## src/rtl/memory_32_5_ram.sv

```systemverilog
// Simple dual-port 32x32 RAM, one write and one registered read port.
// Optional write-first bypass: define MEMORY_32_5_RAM_BYPASS_EN.
module memory_32_5_ram #(
  parameter int WIDTH  = 32,
  parameter int ADDR_W = 5
) (
  input  logic              clk,
  input  logic              reset,
  input  logic [ADDR_W-1:0] m_rd_address,
  input  logic              m_rd_vld,
  input  logic [ADDR_W-1:0] m_wr_address,
  input  logic              m_wr_vld,
  input  logic [WIDTH-1:0]  m_wr_data,
  output logic [WIDTH-1:0]  m_rd_data
);

  localparam int DEPTH = 2 ** ADDR_W;

  // Name is fixed: wrappers preload it hierarchically.
  logic [WIDTH-1:0] memory_32_5_memory [DEPTH];

  logic [WIDTH-1:0] rd_data_q;
  logic [WIDTH-1:0] rd_data_d;

  // Next read data: hold, read-first lookup, or bypassed write data.
  always_comb begin
    rd_data_d = rd_data_q;
    if (m_rd_vld) begin
      rd_data_d = memory_32_5_memory[m_rd_address];
`ifdef MEMORY_32_5_RAM_BYPASS_EN
      if (m_wr_vld && (m_wr_address == m_rd_address)) begin
        rd_data_d = m_wr_data;
      end
`endif
    end
  end

  // Write port; storage is never cleared and writes land during reset.
  always_ff @(posedge clk) begin
    if (m_wr_vld) begin
      memory_32_5_memory[m_wr_address] <= m_wr_data;
    end
  end

  // Read register; reset wins over a concurrent read.
  always_ff @(posedge clk) begin
    if (reset) begin
      rd_data_q <= '0;
    end else begin
      rd_data_q <= rd_data_d;
    end
  end

  assign m_rd_data = rd_data_q;

endmodule

```

## config.mk

```make
export PLATFORM = sky130hd
export DESIGN_NAME = memory_32_5_ram
export DESIGN_NICKNAME = d
export VERILOG_FILES = /design/src/rtl/memory_32_5_ram.sv
export SDC_FILE = /design/constraint.sdc
export NUM_CORES = 1
export LEC_CHECK = 0
export CAP_MARGIN = 5
export CORE_AREA = 2 2 372 374
export DETAILED_ROUTE_END_ITERATION = 6
export DIE_AREA = 0 0 374 376
export MAX_ROUTING_LAYER = met4
export PLACE_DENSITY_LB_ADDON = 0.12
export SETUP_SLACK_MARGIN = 0.4
export SYNTH_ARGS = -nofsm -noshare
export SYNTH_HDL_FRONTEND = slang
export SYNTH_SLANG_ARGS = --single-unit
```

## constraint.sdc

```tcl
create_clock -name clk -period 2.7 [get_ports clk]
set_input_delay 0.27 -clock clk [delete_from_list [all_inputs] [get_ports clk]]
set_output_delay 0.27 -clock clk [all_outputs]
set_load 0.01 [all_outputs]
```

==> results.md, run 1 <==
* Slowest CP cell: clkdlybuf4s50_1
* Most frequent cells in the layout: edfxtp_1, mux2i_1, a22oi_1
* Outcome: finished clean
* Setup CP Type: flip-flop to output pin
* WP buf/inv at 1
* IO buf count at 77
* Slew Viols, Final at 0
* Via count at 21.7k
* Antenna-violating nets left at 0
* Leakage Power at 16.8 nW
* Post-CTS Repair Setup Buffers at 0
* Netlist cell types at 24
* Row Count at 136
* CP peak stage delay at 640 ps
* Final setup violation count at 0
* Starting DRT DRC Count at 1,866
* Die ar. at 141,000 um2
* Placed Instances at 4,150
* Arrival @ worst endpoint at 1970 ps
* M2 GR Usage at 27.7%
* TritonCTS buffer count at 116
* Crit-path max FO at 2
* Area of the multi-input gates at 8810 um2
* HPWL Detailed at 70,400 um
* Final Instance Area at 49,400 um2
* FF+latch count, synth at 1,056
* Commonest non-fill, non-tap cell in the layout: edfxtp_1
* Fmax at 446 MHz
* H-tree depth at 3
* Clk Latency, worst-skew pair at 710 ps
* Post-Route Skew at 21.4 ps
* Core area at 137,000 um2
* Post-Route WL at 124,000 um
* GP Congestion at 0.737
* Worst setup EP type: output pin
* Gr usage total at 18.0%
* Clock buffer depth at 3
* Cell chain of the critical path: clkdlybuf4s50_1
* Tmin final at 2240 ps
* Required time worst endpoint at 2430 ps
* RSZ-0062 raised after global routing: false
* Clock slew at reported path FFs at 60 ps
* Hold Buf Count CTS at 0
* Ys Warns at 0
* Met3 Usage GRT at 2.89%
* Fin nets at 2,520
* VDD IR max at 0.497 mV
* Max-Cap Viols at 0
* # clock sinks at 1,056
* Die H at 376 um
* Worst min-delay path category: input port to flip-flop
* Sequential area share after synthesis at 77.0%
* Synthesized area per cell at 18.2 um2
* Fin crit share at 83.0%
* GR Util met1 at 24.9%
* CTS tree: done
* Fin Setup TNS at 0 ps
* Fin cells at 4,370
* Syn nets at 2,284
* Busiest layer in global routing: met2
* Tightest Pin Transition at 1040 ps
* Global-route wire length before repair at 172,000 um
* Layout area overhead at 21.3%
* Antenna violations before repair at 8
* PwrDens at 731 nW/um2
* Post-Syn Area at 40,700 um2
* CTS resizes at 1
* DRC viols at 0
* Root buffer cell: clkbuf_16
* Filler Cell Count at 12.7k
* Top delay family on crit path: buffers and inverters
* Mapped Cells at 2,238
* Global route total overflow at 0
* Die Wd at 374 um
* Utilization after layout at 36.2%
* Power Total at 36.1 mW
* Critical Path Start Type: flip-flop
* DR vias/cell at 4.96
* Vias in the first global route at 22.2k
* Io pins at 78
* Share of cells above drive strength 1 at 15.4%
* First-pass detailed-route iteration total at 5
* Initial core utilization at 29.8%
* Largest net degree at the start of global routing at 51
* Slew margin rel. at 30.2%
* Seq. cell area at 31,400 um2
* Fin. Hold Viols at 0
* Per-cell routed wire length at 28.4 um
* Placed Area at 45,600 um2
==> final cells by class <==
type | instances | share of cell area, %
Sequential cell | 1056 | 63.5
Multi-Input combinational cell | 1045 | 17.8
Clock buffer | 162 | 6.49
Timing Repair Buffer | 255 | 6.36
Antenna cell | 2 | 0.0101
Clock inverter | 56 | 1.28
Tap cell | 1794 | 4.54
==> worst reg2reg max path, delay by kind of cell, from the launching register on <==
| family | cells | cell delay [ps] |
|---|---|---|
| DFF | 1 | 330 |
| AOI/OAI and AO/OA | 3 | 580 |
| and+or+nand+nor | 1 | 720 |
| muxes | 1 | 100 |
==> flip-flops by register name, summed over array words and instances (netlist names) <==
signal / count
memory_32_5_memory: 1024
m_rd_data: 32
==> cell families (layout without fill, tap and decap cells) <==
logic type             Yosys count  in the layout  share of synthesized area, %
AND/OR/NAND/NOR                117            117                          1.50
AO/OA/AOI/OAI                  416            416                          6.88
other                            0              2                             0
multiplexers                   512            512                          12.6
flip-flops                    1056           1056                          77.0
buffers and inverters          137            473                          1.99
==> power breakdown <==
| group | total, mW | leakage (nW) | internal (mW) | switching (mW) |
|---|---|---|---|---|
| logic | 2.01 | 5.45 | 0.758 | 1.25 |
| registers | 18.3 | 9.49 | 18.2 | 0.116 |
| clock network | 15.8 | 1.88 | 9.49 | 6.32 |
| total | 36.1 | 16.8 | 28.5 | 7.69 |
==> per-layer routing <==
layer | routed length (um) | vias up
met5 | 0 | -
met4 | 2670 | 0
met3 | 5200 | 171
met2 | 57500 | 563
met1 | 58600 | 11368
li1 | - | 9569
==> Yosys cell counts (all sizes together) <==
master | instances | area, um2
a211oi | 32 | 240
a21oi | 128 | 641
a22oi | 256 | 1920
and2 | 1 | 6.26
buf | 64 | 524
clkbuf | 73 | 285
dfxtp | 32 | 641
edfxtp | 1024 | 30700
mux2i | 512 | 5120
nand2 | 2 | 7.51
nand2b | 2 | 12.5
nand3 | 2 | 10.0
nand3b | 5 | 37.5
nor2 | 66 | 248
nor2b | 2 | 12.5
or2 | 1 | 6.26
or3 | 1 | 6.26
or3b | 3 | 26.3
or4 | 32 | 240
==> worst paths after layout <==
path / from / endpoint / slack (ps) / cells past startpoint
max: m_rd_data[19] / m_rd_data[19] / 460 / 1
min: reset / m_rd_data[7] / 80 / 3
max reg2reg: memory_32_5_memory[26][16] / m_rd_data[16] / 890 / 5
min reg2reg: m_rd_data[8] / m_rd_data[8] / 500 / 2
==> stage by stage <==
| stage | hold WS (ps) | setup WS (ps) |
|---|---|---|
| finish | 82.6 | 459 |
| global route | 46.0 | 422 |
| CTS | 27.7 | 407 |
| detailed placement | 488 | -230 |
| global placement | 490 | -205 |
| floorplan | 343 | -4.08 |
No activity file was read; power rests on OpenSTA's default activity.
==> run 2, diff against run 1 <==
==> constraint.sdc (replaced) <==
create_clock -name clk -period 2.02 [get_ports clk]
set_input_delay 0.202 -clock clk [delete_from_list [all_inputs] [get_ports clk]]
set_output_delay 0.202 -clock clk [all_outputs]
set_load 0.01 [all_outputs]
==> run 2 against run 1 <==
  * Combinational power increased by 50%
  * Count of clock-buffer cells in the layout down 7
  * Sequential share of layout area is 1.8 points lower
  * Routed wire length up 0.54%
  * Total power is 33% higher
  * First-iteration DRC count rose by 8.7%
  * Final cell count up 2.4%
  * Register-to-register slack worse by 460 ps
  * Design area up 3.1%
  * Clock power increased by 29%
  * Via count increased by 2.6%
  * Critical endpoint is now m_rd_data[17]
==> results.md, run 2 (synthesis gave the netlist of run 1 again) <==
* Fin nets at 2,633 (+4.5%)
* Outcome: finished clean
* Antenna-violating nets left at 0 (unchanged)
* Worst setup EP type: output pin
* H-tree depth at 3 (unchanged)
* Max-Cap Viols at 0 (unchanged)
* Initial core utilization at 29.8% (unchanged)
* Critical Path Start Type: flip-flop
* Per-cell routed wire length at 27.9 um (-1.8%)
* Gr usage total at 18.1% (+0.096 points)
* Final worst slack at 419 ps (-40.9 ps)
* GP Congestion at 0.785 (+6.5%)
* VDD IR max at 0.699 mV (+41%)
* N_diodes at 0 (-2)
* Antenna violations before repair at 8 (unchanged)
* Final Instance Area at 51,000 um2 (+3.1%)
* IO buf count at 77 (unchanged)
* Die H at 376 um (unchanged)
* RSZ-0062 raised after global routing: true
* Post-Route Skew at 16.4 ps (-5.04 ps)
* Global route total overflow at 0 (unchanged)
* Worst min-delay path category: input port to flip-flop
* Layout area overhead at 25.1%
* Tightest Pin Transition at 553 ps (-491 ps)
* # clock sinks at 1,056 (unchanged)
* Most frequent cells in the layout: edfxtp_1, mux2i_1, a22oi_1
* Placed Instances at 4,262 (+2.7%)
* Top delay family on crit path: flip-flops
* Switching part of the total at 21.6% (+0.29 points)
* CTS tree: done
* HPWL Detailed at 76,400 um (+8.6%)
* Share of cells above drive strength 1 at 23.5% (+8.0 points)
* CP peak stage delay at 400 ps (-240 ps)
* Global-route wire length before repair at 174,000 um (+1.1%)
* Pint at 37.6 mW (+32%)
* Reg power frac at 51.1% (+0.4 points)
* Io pins at 78 (unchanged)
* Leakage Power at 17.5 nW (+4.3%)
* Combinational share of power at 6.3% (+0.7 points)
* Fin. Hold Viols at 0 (unchanged)
* Largest register FFs at 1,024 (unchanged)
* Starting DRT DRC Count at 2,029 (+8.7%)
* Fmax at 624 MHz
* TritonCTS buffer count at 112 (-3.4%)
* PwrDens at 941 nW/um2 (+29%)
* DR vias/cell at 4.97 (+0.21%)
* Arrival @ worst endpoint at 1400 ps (-570 ps)
* Place WS at -693 ps (-462 ps)
* Slew margin rel. at 63.2% (+33 points)
* Crit-path max FO at 2 (unchanged)
* Cell chain of the critical path: clkdlybuf4s15_2
* Clk Latency, worst-skew pair at 710 ps (about the same)
* Via count at 22.2k (+2.6%)
* First-pass detailed-route iteration total at 5 (unchanged)
* Placed Area at 46,900 um2 (+2.8%)
* Slew Viols, Final at 0 (unchanged)
* Die Wd at 374 um (unchanged)
* DRC viols at 0 (unchanged)
* Required time worst endpoint at 1820 ps (-610 ps)
* Tmin final at 1600 ps
* Clock slew at reported path FFs at 60 ps (about the same)
* Slowest CP cell: dfxtp_2
* Switch Pwr at 10.3 mW (+34%)
* Largest net degree at the start of global routing at 55 (+7.8%)
* Setup CP Type: flip-flop to output pin
* Die ar. at 141,000 um2 (unchanged)
* Fin crit share at 79.3%
* Vias in the first global route at 22.7k (+2.1%)
* Fin cells at 4,476 (+2.4%)
* Root buffer cell: clkbuf_16
* Final setup violation count at 0 (unchanged)
* Core area at 137,000 um2 (unchanged)
* Row Count at 136 (unchanged)
* Commonest non-fill, non-tap cell in the layout: edfxtp_1
* WP buf/inv at 1 (unchanged)
* Post-Route WL at 125,000 um (+0.54%)
* Clock network power share at 42.6% (-1.1 points)
* Most flop-heavy register: memory_32_5_memory
* Clock buffer depth at 3 (unchanged)
run 2: cell types whose count changed in the layout (fill, tap and decap cells not counted), moves of 14 or more:
cell             previous run  this run
clkdlybuf4s50_1            74        39
buf_2                       1        15
dfxtp_1                    31        10
a22oi_2                     0        19
a22oi_1                   256       237
a211oi_1                   32         4
or4_4                       0        20
a211oi_2                    0        28
buf_12                     83       119
or4_1                      32        12
buf_4                      96       173
run 2: power by group through the flow:
stage / Clock [mW] / Sequential (mW) / Combinational [mW]
3_3_place_gp: 0 / 24.9 / 2.94
3_5_place_dp: 0 / 24.9 / 2.96
6_report: 20.4 / 24.5 / 3.02
2_1_floorplan: 0 / 24.9 / 1.37
4_1_cts: 20.9 / 24.5 / 2.96
5_1_grt: 21.8 / 24.5 / 3.22
run 2: worst register-to-register path, delay by kind of cell (launching register included):
kind               cells  cell delay, ps
AOI/OAI and AO/OA      3             520
DFF                    1             320
and+or+nand+nor        1             590
muxes                  1              90
run 2: metrics by stage:
step	hold slack, ps	util [%]	power, mW	setup TNS, ps
finish	317	37.3	47.9	0
global placement	486	34.3	27.9	-46430
detailed placement	483	34.3	27.9	-55060
global route	309	37.3	49.5	0
floorplan	275	-	26.3	0
CTS	272	37.1	48.3	0
run 2: routing by layer:
layer  global-route usage (%)  share of wire [%]  vias up
li1                         -                  -     9789
met1                     25.2                 47    11769
met2                     27.9                 47      527
met3                     2.51                3.9      158
met4                     4.32                2.0        0
met5                        -                  0        -
run 2: cell type report:
| class | instances | area [um2] |
|---|---|---|
| fillers | 12565 | 85700 |
| flip-flops and latches | 1056 | 31400 |
| multi-input cells | 1045 | 9200 |
| repair buffers | 372 | 4410 |
| clock inverters | 54 | 495 |
| clock buffers | 155 | 3160 |
| well taps | 1794 | 2240 |
run 2: worst paths after layout:
check                                                 from       endpoint  slack, ps  cells after the start
worst max-delay path                         m_rd_data[17]  m_rd_data[17]        420                      1
worst min-delay path                       m_rd_address[3]   m_rd_data[6]        320                      6
worst max register to register  memory_32_5_memory[24][26]  m_rd_data[26]        430                      5
worst min register to register                m_rd_data[4]   m_rd_data[4]        500                      2
run 2: repair_timing:
action	CTS	global route
pin swaps	7	94
endpoints found under the hold margin	15	0
buffers inserted	2	1
gates resized for setup	141	77
hold buffers	2	0
endpoints found under the setup margin	64	37
==> run 3, diff against run 2 <==
==> constraint.sdc (replaced) <==
create_clock -name clk -period 1.4 [get_ports clk]
set_input_delay 0.14 -clock clk [delete_from_list [all_inputs] [get_ports clk]]
set_output_delay 0.14 -clock clk [all_outputs]
set_load 0.01 [all_outputs]
==> run 3 against run 2 <==
  * The run now ends with setup timing left
  * Count of clock-buffer cells in the layout fell by 3
  * Routed wire length rose by 1.2%
  * Register-to-register slack got worse by 620 ps
  * Design area rose by 1.9%
  * Non-clock buffer count rose by 40
  * Total power rose by 45%
  * Die area did not move
  * Sequential share of layout area fell by 1.1 points
  * Flip-flop and latch count did not move
  * Combinational power rose by 49%
  * Critical path depth rose by 4
  * Clock skew rose by 9.7 ps
  * Critical path type is now flip-flop to flip-flop
  * Critical endpoint is now m_rd_data[1]
==> results.md, run 3 (synthesis gave the netlist of run 1 again) <==
* Fin nets at 2,675 (+1.6%)
* Commonest non-fill, non-tap cell in the layout: edfxtp_1
* Die Wd at 374 um (unchanged)
* IO buf count at 77 (unchanged)
* Via count at 22.4k (+0.58%)
* N_diodes at 0 (unchanged)
* H-tree depth at 3 (unchanged)
* TritonCTS buffer count at 114 (+1.8%)
* Starting DRT DRC Count at 1,705 (-16%)
* HPWL Detailed at 75,800 um (-0.78%)
* Fmax at 630 MHz
* Clock buffer depth at 3 (unchanged)
* Max-Cap Viols at 0 (unchanged)
* Vias in the first global route at 22.4k (-0.93%)
* Die ar. at 141,000 um2 (unchanged)
* Arrival @ worst endpoint at 2220 ps (+820 ps)
* Required time worst endpoint at 2030 ps (+210 ps)
* Row Count at 136 (unchanged)
* Most flop-heavy register: memory_32_5_memory
* Gr usage total at 18.2% (+0.15 points)
* Global-route wire length before repair at 175,000 um (+0.76%)
* Post-Route WL at 126,000 um (+1.2%)
* VDD IR max at 1.00 mV (+43%)
* Global route total overflow at 0 (unchanged)
* Fin. Hold Viols at 0 (unchanged)
* Crit-path max FO at 1 (-1)
* Io pins at 78 (unchanged)
* Post-Route Skew at 26.1 ps (+9.73 ps)
* # clock sinks at 1,056 (unchanged)
* Leakage Power at 17.9 nW (+2.2%)
* Fin crit share at 113%
* Tightest Pin Transition at 767 ps (+214 ps)
* GP Congestion at 0.778 (-0.87%)
* Slew Viols, Final at 0 (unchanged)
* RSZ-0062 raised after global routing: true
* CTS tree: done
* Setup CP Type: flip-flop to flip-flop
* Die H at 376 um (unchanged)
* Initial core utilization at 29.8% (unchanged)
* DRC viols at 0 (unchanged)
* Outcome: complete, but fails checks
* Final setup violation count at 32 (+32)
* DR vias/cell at 4.95 (-0.45%)
* Largest register FFs at 1,024 (unchanged)
* Core area at 137,000 um2 (unchanged)
* Final worst slack at -187 ps (-606 ps)
* First-pass detailed-route iteration total at 5 (unchanged)
* Layout area overhead at 27.4%
* Clock slew at reported path FFs at 60 ps (about the same)
* Most frequent cells in the layout: edfxtp_1, mux2i_1, a22oi_1
* Tmin final at 1590 ps
* Fin Setup TNS at -3540 ps (-3540 ps)
* Clk Latency, worst-skew pair at 730 ps (+20 ps)
* Share of cells above drive strength 1 at 26.5% (+3.0 points)
* Largest net degree at the start of global routing at 40 (-27%)
* Critical Path Start Type: flip-flop
* Worst setup EP type: flip-flop
* Antenna-violating nets left at 0 (unchanged)
* Per-cell routed wire length at 27.9 um (+0.17%)
* Failing checks: setup timing
* Slew margin rel. at 48.9% (-14 points)
* Root buffer cell: clkbuf_16
* PwrDens at 1340 nW/um2 (+42%)
* Place WS at -1110 ps (-420 ps)
* Worst min-delay path category: input port to flip-flop
* Antenna violations before repair at 6 (-2)
==> run 3: cell types whose count changed in the layout (fill, tap and decap cells not counted), sizes merged, moves of 2 or more <==
cell           change
buf               +61
clkdlybuf4s15     -12
clkinv             +8
clkdlybuf4s50      -5
dlygate4sd2        -4
clkbuf             -3
bufinv             -2
clkinvlp           +2
==> run 3: worst max-delay path, cell delays in order (launching register included) <==
cell	delay (ps)
edfxtp_1	320
mux2i_1	80
a22oi_2	240
a21oi_1	110
or4_1	520
a211oi_1	220
==> run 3: where the power goes <==
group	internal (mW)	switching (mW)	leakage [nW]	total (mW)
registers	35.1	0.194	9.51	35.3
clock network	17.1	12.5	1.81	29.6
logic	1.92	2.57	6.61	4.49
==> run 3: final cells by class <==
class / instances / area (um2)
Fill cell: 12456 / 84700
Multi-Input combinational cell: 1045 / 9310
Tap cell: 1794 / 2240
Timing Repair Buffer: 412 / 5200
Clock buffer: 152 / 3160
Sequential cell: 1056 / 31500
Clock inverter: 63 / 517
==> run 3: path summary, 6_finish.rpt <==
path	startpoint	endpoint	slack, ps	cells after the start
worst max-delay path	memory_32_5_memory[9][1]	m_rd_data[1]	-190	5
worst min-delay path	m_wr_address[0]	memory_32_5_memory[28][17]	160	5
worst max register to register	memory_32_5_memory[9][1]	m_rd_data[1]	-190	5
worst min register to register	m_rd_data[13]	m_rd_data[13]	540	2
==> run 3: per-stage QoR <==
step                      power (mW)  area [um2]  utilization [%]  cells  hold WS, ps
final                           69.4       51900             38.0   4522          165
after global routing            71.6       51900             38.0   4522          175
after CTS                       70.0       51600             37.8   4515          158
after detailed placement        40.2       47000             34.4   4265          494
after global placement          40.1       47000             34.4   4265          508
after floorplan                 37.9       41300                -   2238          213
==> run 3: timing repair <==
| action | CTS | global route |
|---|---|---|
| cloned | 10 | 1 |
| pin swaps | 85 | 74 |
| buffers inserted | 23 | 6 |
| resized for setup | 311 | 53 |
| hold endpoints to repair | 32 | 0 |
| hold buffers | 2 | 0 |
| setup endpoints to repair | 1088 | 185 |
==> run 3: routing by layer <==
layer / track usage, % / part of all wire, % / up-vias
met5: - / 0 / -
met4: 4.97 / 2.3 / 0
met3: 2.74 / 4.9 / 164
met2: 28.5 / 47 / 626
met1: 24.7 / 46 / 11708
li1: - / - / 9873
